## config.mk

```make
export PLATFORM = sky130hd
export DESIGN_NAME = rr_decoder_arbiter
export DESIGN_NICKNAME = d
export VERILOG_FILES = /design/src/rtl/rr_decoder_arbiter.sv
export SDC_FILE = /design/constraint.sdc
export NUM_CORES = 1
export LEC_CHECK = 0
export ABC_CLOCK_PERIOD_IN_PS = 3300
export CAP_MARGIN = 20
export CORE_MARGIN = 1.5
export CORE_UTILIZATION = 38
export CTS_CLUSTER_SIZE = 24
export DETAILED_ROUTE_END_ITERATION = 8
export GPL_TIMING_DRIVEN = 0
export PLACE_DENSITY = 0.57
export RECOVER_POWER = 100
export SYNTH_ARGS = -nofsm -noshare
export SYNTH_HDL_FRONTEND = slang
export SYNTH_SLANG_ARGS = --single-unit
```

## constraint.sdc

```tcl
create_clock -name clk -period 3.3 [get_ports clk]
set_input_delay 0.66 -clock clk [delete_from_list [all_inputs] [get_ports clk]]
set_output_delay 0.66 -clock clk [all_outputs]
set_load 0.05 [all_outputs]
```

## src/rtl/rr_decoder_arbiter.sv

```systemverilog
// Eight-way round-robin arbiter with a registered one-hot grant.
// Each grant is held until done, requester drop, or the HOLD_MAX cycle limit.
module rr_decoder_arbiter #(
    parameter int unsigned HOLD_MAX = 15
) (
    input  logic       clk,
    input  logic       rst,
    input  logic [7:0] req,
    input  logic       done,
    output logic [7:0] gnt,
    output logic [2:0] gnt_idx,
    output logic       gnt_valid,
    output logic       timeout
);

    typedef enum logic {IDLE, BUSY} state_t;

    localparam logic [3:0] HoldLim = 4'(HOLD_MAX - 1);

    state_t      state_q;
    logic [2:0]  ptr_q;
    logic [3:0]  hold_q;
    logic [7:0]  gnt_q;
    logic [2:0]  idx_q;
    logic        valid_q;
    logic        tmo_q;

    logic [15:0] req2;
    logic [7:0]  rot;
    logic [2:0]  off;
    logic [2:0]  idx_d;
    logic        rel;

    // Rotate so that bit 0 is the pointer position, then take the lowest set bit.
    always_comb begin
        req2 = {req, req} >> ptr_q;
        rot  = req2[7:0];
        off  = 3'd0;
        for (int i = 7; i >= 0; i--) begin
            if (rot[i]) off = 3'(i);
        end
        idx_d = ptr_q + off;
        rel   = done || !req[idx_q] || (hold_q == HoldLim);
    end

    always_ff @(posedge clk or posedge rst) begin
        if (rst) begin
            state_q <= IDLE;
            ptr_q   <= 3'd0;
            hold_q  <= 4'd0;
            gnt_q   <= 8'h00;
            idx_q   <= 3'd0;
            valid_q <= 1'b0;
            tmo_q   <= 1'b0;
        end else begin
            unique case (state_q)
                IDLE: begin
                    tmo_q <= 1'b0;
                    if (|req) begin
                        state_q <= BUSY;
                        idx_q   <= idx_d;
                        gnt_q   <= 8'h01 << idx_d;
                        valid_q <= 1'b1;
                        hold_q  <= 4'd0;
                    end
                end
                BUSY: begin
                    hold_q <= hold_q + 4'd1;
                    if (rel) begin
                        state_q <= IDLE;
                        ptr_q   <= idx_q + 3'd1;
                        gnt_q   <= 8'h00;
                        valid_q <= 1'b0;
                        tmo_q   <= !done && req[idx_q];
                    end
                end
                default: state_q <= IDLE;
            endcase
        end
    end

    assign gnt       = gnt_q;
    assign gnt_idx   = idx_q;
    assign gnt_valid = valid_q;
    assign timeout   = tmo_q;

endmodule

```

## Word level (Yosys, flattened, before mapping)

Index checks and enable logic that the tools add are counted.

- Flip-flop bits (word level): 21
- Bits in writable memories: 0
- Input bits: 11
- Bits in read-only memories: 0
- Memories kept: 0
- Bits in latches: 0
- Word-level logic and storage cells: 49
- Output and inout port bits: 13

- Order comparisons: 1
- Multiply operators: 0
- Reductions and logical operators: 9
- Eq/ne operators: 3
- Bitwise logic cells: 1
- Div/mod/pow operators: 0
- Multiplexer cells: 23
- Add/subtract/negate cells: 3
- Shift-type cells: 2

Operators with widths:

| kind | number |
|---|---|
| 3-bit 2-to-1 mux | 8 |
| 8-bit 2-to-1 mux | 2 |
| 8-bit case mux with 2 select lines | 1 |
| 16-bit by 3-bit >> shifter with 8-bit output | 1 |
| 4-bit case mux with 2 select lines | 1 |
| 8-bit OR reduction | 1 |
| 1-bit by 3-bit left shift with 8-bit output (first input constant) | 1 |
| 1-bit 2-to-1 mux | 6 |
| 1-bit case mux with 2 select lines | 3 |
| 2-bit AND reduction | 3 |
| 4-bit by 1-bit adder with 4-bit output (second input constant) | 1 |
| 4-bit == test (second input constant) | 1 |
| 3-bit by 4-bit less-than comparator with 1-bit output (second input constant) | 1 |
| 4-bit 2-to-1 mux | 1 |
| 3-bit by 1-bit adder with 3-bit output (second input constant) | 1 |
| 3-bit adder | 1 |
| 1-bit binary-select mux with 3-bit select | 1 |
| 1-bit logical NOT | 2 |
| 1-bit logical OR | 2 |
| 2-bit by 1-bit != test with 1-bit output (second input constant) | 1 |
| 2-bit != test (second input constant) | 1 |
| 1-bit logical AND | 1 |
| 1-bit NOT | 1 |

## Depth between registers and ports, before layout

Gate-level depths: netlist of run 1.

- Word-level depth: 13
- Depth in mapped cells: 15

## Least setup slack after synthesis of run 1

No wires, ideal clock.

- Path type: input-to-reg
- Start: input req[0]
- End: register gnt_q[7] (netlist: gnt[7])
- Buffers on the path: 1
- Required time: 3.231 ns
- Path slack: 0.158 ns
- Stages: 10
- Arrival: 3.073 ns
- Path through: buf_2 -> nor2b_1 -> a211o_1 -> o2111a_1 -> a2111oi_0 -> fa_1 -> nand2b_1 -> nor3_1 -> o21ai_0 -> nand3_1

- Longest elaborated chain between the ends: 13

Ends and longest elaborated chain:

| item | RTL line | source |
|---|---|---|
| start, declared | 8 | `input logic [7:0] req,` |
| 16-bit by 3-bit >> shifter with 8-bit output | 36 | `req2 = {req, req} >> ptr_q;` |
| 3-bit 2-to-1 mux (8 in a row) | 40 | `if (rot[i]) off = 3'(i);` |
| 3-bit adder | 42 | `idx_d = ptr_q + off;` |
| 1-bit by 3-bit left shift with 8-bit output | 62 | `gnt_q <= 8'h01 << idx_d;` |
| 8-bit 2-to-1 mux | 59 | `if (\|req) begin` |
| 8-bit case mux with 2 select lines | 56 | `unique case (state_q)` |
| end signal, assigned | 62 |  |
| end, declared | 23 | `logic [7:0] gnt_q;` |

Several ways; a longest one is shown, not always the timed one. The select of a mux whose other input is x is not followed.
A chain may end at the register's enable or synchronous reset.

## Final worst setup path of run 1

- Start: register ptr_q[0]
- End: register gnt_q[7] (netlist: gnt[7])

- Longest elaborated chain between the ends: 13

Ends and longest elaborated chain:

| item | RTL line | source |
|---|---|---|
| start, declared | 21 | `logic [2:0] ptr_q;` |
| start signal, assigned | 71 | `ptr_q <= idx_q + 3'd1;` |
| 16-bit by 3-bit >> shifter with 8-bit output | 36 |  |
| 3-bit 2-to-1 mux (8 in a row) | 40 |  |
| 3-bit adder * | 42 |  |
| 1-bit by 3-bit left shift with 8-bit output * | 62 |  |
| 8-bit 2-to-1 mux * | 59 |  |
| 8-bit case mux with 2 select lines * | 56 |  |

Mark *: on every way between the ends. The rest lies on a longest branch, timed or not. The select of a mux whose other input is x is not followed.

==> flow_metrics.env, run 1 <==
export IMPL_firstDrtPassIters=7
export IMPL_fin_crit_sh_pct=94.9
export IMPL_overflow=0
export IMPL_root_buffer="clkbuf_8"
export IMPL_cts_made_buffers=3
export IMPL_clock_sinks=21
export IMPL_first_iter_violations=149
export IMPL_tightestPinTransition_ns=1.03
export IMPL_slew_viol_final=0
export IMPL_r2r_start="ptr_q[0]"
export IMPL_cts_hold_buffers_added=0
export IMPL_crit_required_ns=3.50
export IMPL_grt_pass1_vias=1521
export IMPL_post_route_drc_count=0
export IMPL_coreArea_sq_um=4350
export IMPL_fp_dieH_um=70.1
export IMPL_grt_max_degree=22
export IMPL_cts_tree="yes"
export IMPL_layout_drive_gt1_share_pct=23.3
export IMPL_cp_end_kind="flip-flop"
export IMPL_powerDensity_nw_per_um2=1080
export IMPL_worstPathArrival_ns=3.33
export IMPL_finalSetupTns_ns=0
export IMPL_routed_via_density=5.89
export IMPL_nets=236
export IMPL_relSlewSlack_pct=30.5
export IMPL_worstSetupStartpoint="ptr_q[0]"
export IMPL_track_usage_pct=18.0
export IMPL_syn_inst=192
export IMPL_routedWlPerCell_um=16.4
export IMPL_syn_avg_cell_area_sq_um=8.91
export IMPL_post_route_util_pct=49.6
export IMPL_htreeDepth=1
export IMPL_cts_buffer_depth=2
export IMPL_setup_viol=0
export IMPL_place_hpwl_um=3150
export IMPL_yosysWarnings=0
export IMPL_hp_start="gnt[7]"
export IMPL_fmax_mhz=319
export IMPL_min_path_type="reg2reg"
export IMPL_cp_start_kind="flip-flop"
export IMPL_antenna_found_initial=0
export IMPL_drtAntennaViolNets=0
export IMPL_ff2ff_path_depth=14
export IMPL_place_inst=266
export IMPL_cp_max_fo=10
export IMPL_synth_flop_cell="dfrtp_1"
export IMPL_port_buffers=22
export IMPL_min_period_ns=3.13
export IMPL_start_util_pct=39.3
export IMPL_fin_cells=271
export IMPL_wl_um=4450
export IMPL_rows=24
export IMPL_ys_ff_latch=21
export IMPL_fin_area_sq_um=2160
export IMPL_hold_viol_final=0
export IMPL_critical_path_class="reg2reg"
export IMPL_maxCapViolCount=0
export IMPL_p_leak_uw=0.000879
export IMPL_power_uw=2340
export IMPL_min_delay_path_depth=2
export IMPL_synthesis_area_sq_um=1710
export IMPL_synth_edf_count=0
export IMPL_gp_congestion=0.833
export IMPL_vias=1597
export IMPL_dpl_instance_area_sq_um=2000
export IMPL_clock_skew_ns=0.00310
export IMPL_yosysUniqueCellTypes=52
export IMPL_insertion_delay_ns=0.26
export IMPL_synthToLayoutAreaGrowth_pct=26.1
export IMPL_grt_pass1_wl_um=7280
export IMPL_async_flop_share_pct=100
export IMPL_cts_clk_slew_worst_paths_ns=0.08
export IMPL_layout_common_cells="25 x nand2_1, 23 x nand3_1, 20 x dfrtp_1"
export IMPL_ios=24
export IMPL_synth_nets=208
export IMPL_rrSetupSlack_ns=0.17
export IMPL_worst_ir_drop_vdd_v=0.000563
export IMPL_antennaDiodeCount=0
export IMPL_status="complete, no violations"
export IMPL_fp_dieW_um=70.1
export IMPL_fillers=415
export IMPL_die_area_sq_um=4920
export IMPL_final_common_cell="nand2_1"
export IMPL_ys_seq_area_share_pct=30.7
==> synthesized netlist by cell type (all sizes together) (5+ instances only) <==
library cell | instances | share of area [%]
mux4 | 5 | 6.6
nand3 | 23 | 6.7
a21oi | 6 | 2.0
inv | 5 | 1.1
nor3 | 13 | 4.1
clkbuf | 6 | 1.4
nand2b | 6 | 2.2
o21ai | 16 | 4.7
nand2 | 25 | 5.5
nor2 | 6 | 1.3
mux2i | 5 | 2.9
dfrtp | 21 | 31
==> power breakdown <==
part / switching [uW] / internal (uW)
Sequential: 114 / 351
Combinational: 988 / 711
Clock: 90.4 / 85.3
==> final timing paths <==
path                                   to
worst max-delay path               gnt[7]
worst min register to register     gnt[7]
worst max register to register     gnt[7]
max in group asynchronous        ptr_q[1]
worst min-delay path               gnt[7]
min in group asynchronous       gnt_valid
==> flip-flops by register name, indices dropped and copies added (netlist names) <==
register	flops
hold_q	4
gnt_idx	3
gnt	8
state_q	1
timeout	1
gnt_valid	1
ptr_q	3
==> worst max-delay path, cell delays in order, from the launching register on <==
cell	delay, ns
dfrtp_1	0.39
buf_6	0.16
buf_8	0.15
mux2i_4	0.19
mux2i_1	0.28
nand3b_1	0.16
a31oi_1	0.08
o31a_1	0.32
ha_1	0.19
inv_1	0.07
fa_2	0.51
nand2b_4	0.19
nor3_2	0.14
o21ai_0	0.11
nand3_1	0.11
==> stage by stage <==
stage,setup slack [ns],hold slack (ns)
final,0.169,0.481
after global routing,-0.00395,0.517
after CTS,0.00296,0.489
after detailed placement,-0.587,0.467
after global placement,-0.469,0.465
after floorplan,0.158,0.449
==> routing by layer <==
metal | global-route usage [%] | up-vias | part of all wire, %
met4 | 4.70 | 0 | 1.1
met3 | 2.31 | 10 | 3.0
met1 | 24.5 | 782 | 45
li1 | - | 765 | -
met2 | 30.5 | 40 | 51
met5 | 0 | - | 0
==> kinds of logic after synthesis <==
kind of cell / Yosys count / synth area share, %
xor gates and xnor gates: 4 / 2.05
and+or+nand+nor: 92 / 27.9
AOI/OAI and AO/OA: 41 / 18.9
muxes: 14 / 12.1
DFF: 21 / 30.7
adders and majority gates: 5 / 4.09
buffers and inverters: 15 / 4.31
==> area by class of cell <==
| type | instances | area (sq um) | share of cell area, % |
|---|---|---|---|
| sequential | 21 | 527 | 24.4 |
| clock buffer | 3 | 41.3 | 1.91 |
| multi-input combinational | 156 | 1230 | 57.0 |
| inverter | 5 | 18.8 | 0.870 |
| timing repair buffer | 24 | 206 | 9.57 |
| clock inverter | 1 | 7.51 | 0.348 |
| buffer | 9 | 61.3 | 2.84 |
| tap | 52 | 65.1 | 3.01 |
==> timing repair <==
item,CTS,global route
endpoints found under the setup margin,9,9
buffers inserted,1,1
endpoints found under the hold margin,0,0
pin swaps,2,3
resized for setup,20,26
Power figures use the tool's default switching activity.
==> inputs of run 2 (changes only) <==
--- a/config.mk
+++ b/config.mk
@@ -8,12 +8,12 @@
 export ABC_CLOCK_PERIOD_IN_PS = 3300
 export CAP_MARGIN = 20
 export CORE_MARGIN = 1.5
-export CORE_UTILIZATION = 38
+export CORE_UTILIZATION = 30
 export CTS_CLUSTER_SIZE = 24
 export DETAILED_ROUTE_END_ITERATION = 8
-export GPL_TIMING_DRIVEN = 0
-export PLACE_DENSITY = 0.57
+export PLACE_DENSITY = 0.47
 export RECOVER_POWER = 100
 export SYNTH_ARGS = -nofsm -noshare
 export SYNTH_HDL_FRONTEND = slang
 export SYNTH_SLANG_ARGS = --single-unit
+export TNS_END_PERCENT = 100
==> flow_metrics.env, run 2 (synthesis gave the netlist of run 1 again) <==
export IMPL_grt_pass1_vias=1538
export IMPL_antennaDiodeCount=0
export IMPL_routed_via_density=5.15
export IMPL_cts_clk_slew_worst_paths_ns=0.08
export IMPL_largest_reg_flops=8
export IMPL_start_util_pct=31.1
export IMPL_worstPathArrival_ns=3.35
export IMPL_relSlewSlack_pct=45.9
export IMPL_critical_path_class="in2reg"
export IMPL_clock_skew_ns=0.0109
export IMPL_routedWlPerCell_um=14.5
export IMPL_fin_area_sq_um=2460
export IMPL_cp_end_kind="flip-flop"
export IMPL_port_buffers=23
export IMPL_fp_dieH_um=78.5
export IMPL_slew_viol_final=0
export IMPL_drtAntennaViolNets=0
export IMPL_crit_required_ns=3.50
export IMPL_vias=1631
export IMPL_whs_ns=0.487
export IMPL_r2r_start="ptr_q[0]"
export IMPL_cts_made_buffers=3
export IMPL_setup_viol=0
export IMPL_cts_tree="yes"
export IMPL_powerDensity_nw_per_um2=1060
export IMPL_fp_dieW_um=78.5
export IMPL_rsz0062_at_grt="no"
export IMPL_layout_common_cells="30 x buf_4, 25 x nand2_1, 23 x nand3_1"
export IMPL_post_place_ws_ns=-0.432
export IMPL_fmax_mhz=317
export IMPL_insertion_delay_ns=0.27
export IMPL_p_leak_uw=0.00107
export IMPL_place_hpwl_um=3290
export IMPL_maxCapViolCount=0
export IMPL_track_usage_pct=15.4
export IMPL_htreeDepth=1
export IMPL_worstSetupStartpoint="req[6]"
export IMPL_cp_start_kind="input port"
export IMPL_grt_pass1_wl_um=7520
export IMPL_worst_ir_drop_vdd_v=0.000511
export IMPL_final_common_cell="buf_4"
export IMPL_min_period_ns=3.15
export IMPL_cts_buffer_depth=2
export IMPL_min_path_type="reg2reg"
export IMPL_root_buffer="clkbuf_8"
export IMPL_post_route_util_pct=44.7
export IMPL_gp_congestion=0.839
export IMPL_layout_drive_gt1_share_pct=30.6
export IMPL_cp_max_fo=5
export IMPL_first_iter_violations=59
export IMPL_hp_start="gnt[7]"
export IMPL_ios=24
export IMPL_coreArea_sq_um=5510
export IMPL_antenna_found_initial=0
export IMPL_grt_max_degree=22
export IMPL_cts_hold_buffers_added=0
export IMPL_hold_viol_final=0
export IMPL_fin_crit_sh_pct=95.5
export IMPL_nets=262
export IMPL_overflow=0
export IMPL_synthToLayoutAreaGrowth_pct=43.8
export IMPL_wl_um=4590
export IMPL_die_area_sq_um=6170
export IMPL_firstDrtPassIters=4
export IMPL_dpl_instance_area_sq_um=2240
export IMPL_clock_sinks=21
export IMPL_post_route_drc_count=0
export IMPL_status="complete, no violations"
export IMPL_fin_ws_ns=0.148
export IMPL_rows=27
export IMPL_tightestPinTransition_ns=0.811
[run 2: cell count changes in the layout (fill, tap and decap cells not counted), sizes merged]
cell          delta
buf             +25
dlygate4sd2      -2
dlymetal6s2s     +7
clkbuf           -4
[run 2: through the flow]
stage | instances | power [uW] | TNS [ns]
finish | 317 | 2600 | 0
global route | 317 | 2800 | 0
CTS | 314 | 2350 | -0.141
detailed placement | 310 | 2060 | -3.41
global placement | 310 | 2060 | -3.33
floorplan | 192 | 1520 | 0
[run 2: worst max-delay path, stage by stage]
cell	delay, ns
dlymetal6s2s_1	0.12
clkbuf_1	0.13
mux4_2	0.53
nor2_2	0.13
nor3_1	0.05
o31a_1	0.33
ha_1	0.18
inv_1	0.08
fa_2	0.49
nand2b_4	0.19
nor3_2	0.26
a32oi_1	0.13
nand2_1	0.07
[run 2: what timing repair did]
| item | 4_1_cts | 5_1_grt |
|---|---|---|
| setup buffers | 0 | 3 |
| setup endpoints to repair | 9 | 9 |
| resized for setup | 10 | 36 |
| pin swaps | 0 | 11 |
[run 2: cell type report]
class,count,area [sq um]
sequential,21,526
tap,72,90.1
timing repair buffer,59,513
multi-input combinational,156,1260
inverter,5,18.8
clock buffer,3,41.3
fill,573,3050
clock inverter,1,7.51
[run 2: report_power, final]
part | switching (uW) | internal [uW] | leakage, uW
logic | 1050 | 894 | 0.000775
registers | 127 | 349 | 0.000270
clock network | 92.4 | 85.4 | 0.0000217
[run 2: routing by layer]
layer | wire (um) | vias to the layer above | track usage, % | share of wire (%)
li1 | - | 820 | - | -
met1 | 2180 | 779 | 21.6 | 47
met2 | 2230 | 28 | 24.6 | 49
met3 | 132 | 4 | 1.28 | 2.9
met4 | 48 | 0 | 5.36 | 1.0
met5 | 0 | - | 0 | 0
[run 2: worst paths after layout]
check	endpoint	slack [ns]	cells after the start
max in group asynchronous	gnt[3]	1.81	2
min in group asynchronous	gnt_idx[0]	0.98	2
min	gnt[7]	0.49	2
max	gnt[3]	0.15	13
min reg2reg	gnt[7]	0.49	2
max reg2reg	gnt[3]	0.19	12
==> inputs of run 3 (changes only) <==
--- a/config.mk
+++ b/config.mk
@@ -11,6 +11,7 @@
 export CORE_UTILIZATION = 30
 export CTS_CLUSTER_SIZE = 24
 export DETAILED_ROUTE_END_ITERATION = 8
+export HOLD_SLACK_MARGIN = 0.02
 export PLACE_DENSITY = 0.47
 export RECOVER_POWER = 100
 export SYNTH_ARGS = -nofsm -noshare
==> results of run 3 <==
Same layout as run 2: the final DEF is identical, and so are final timing and power.
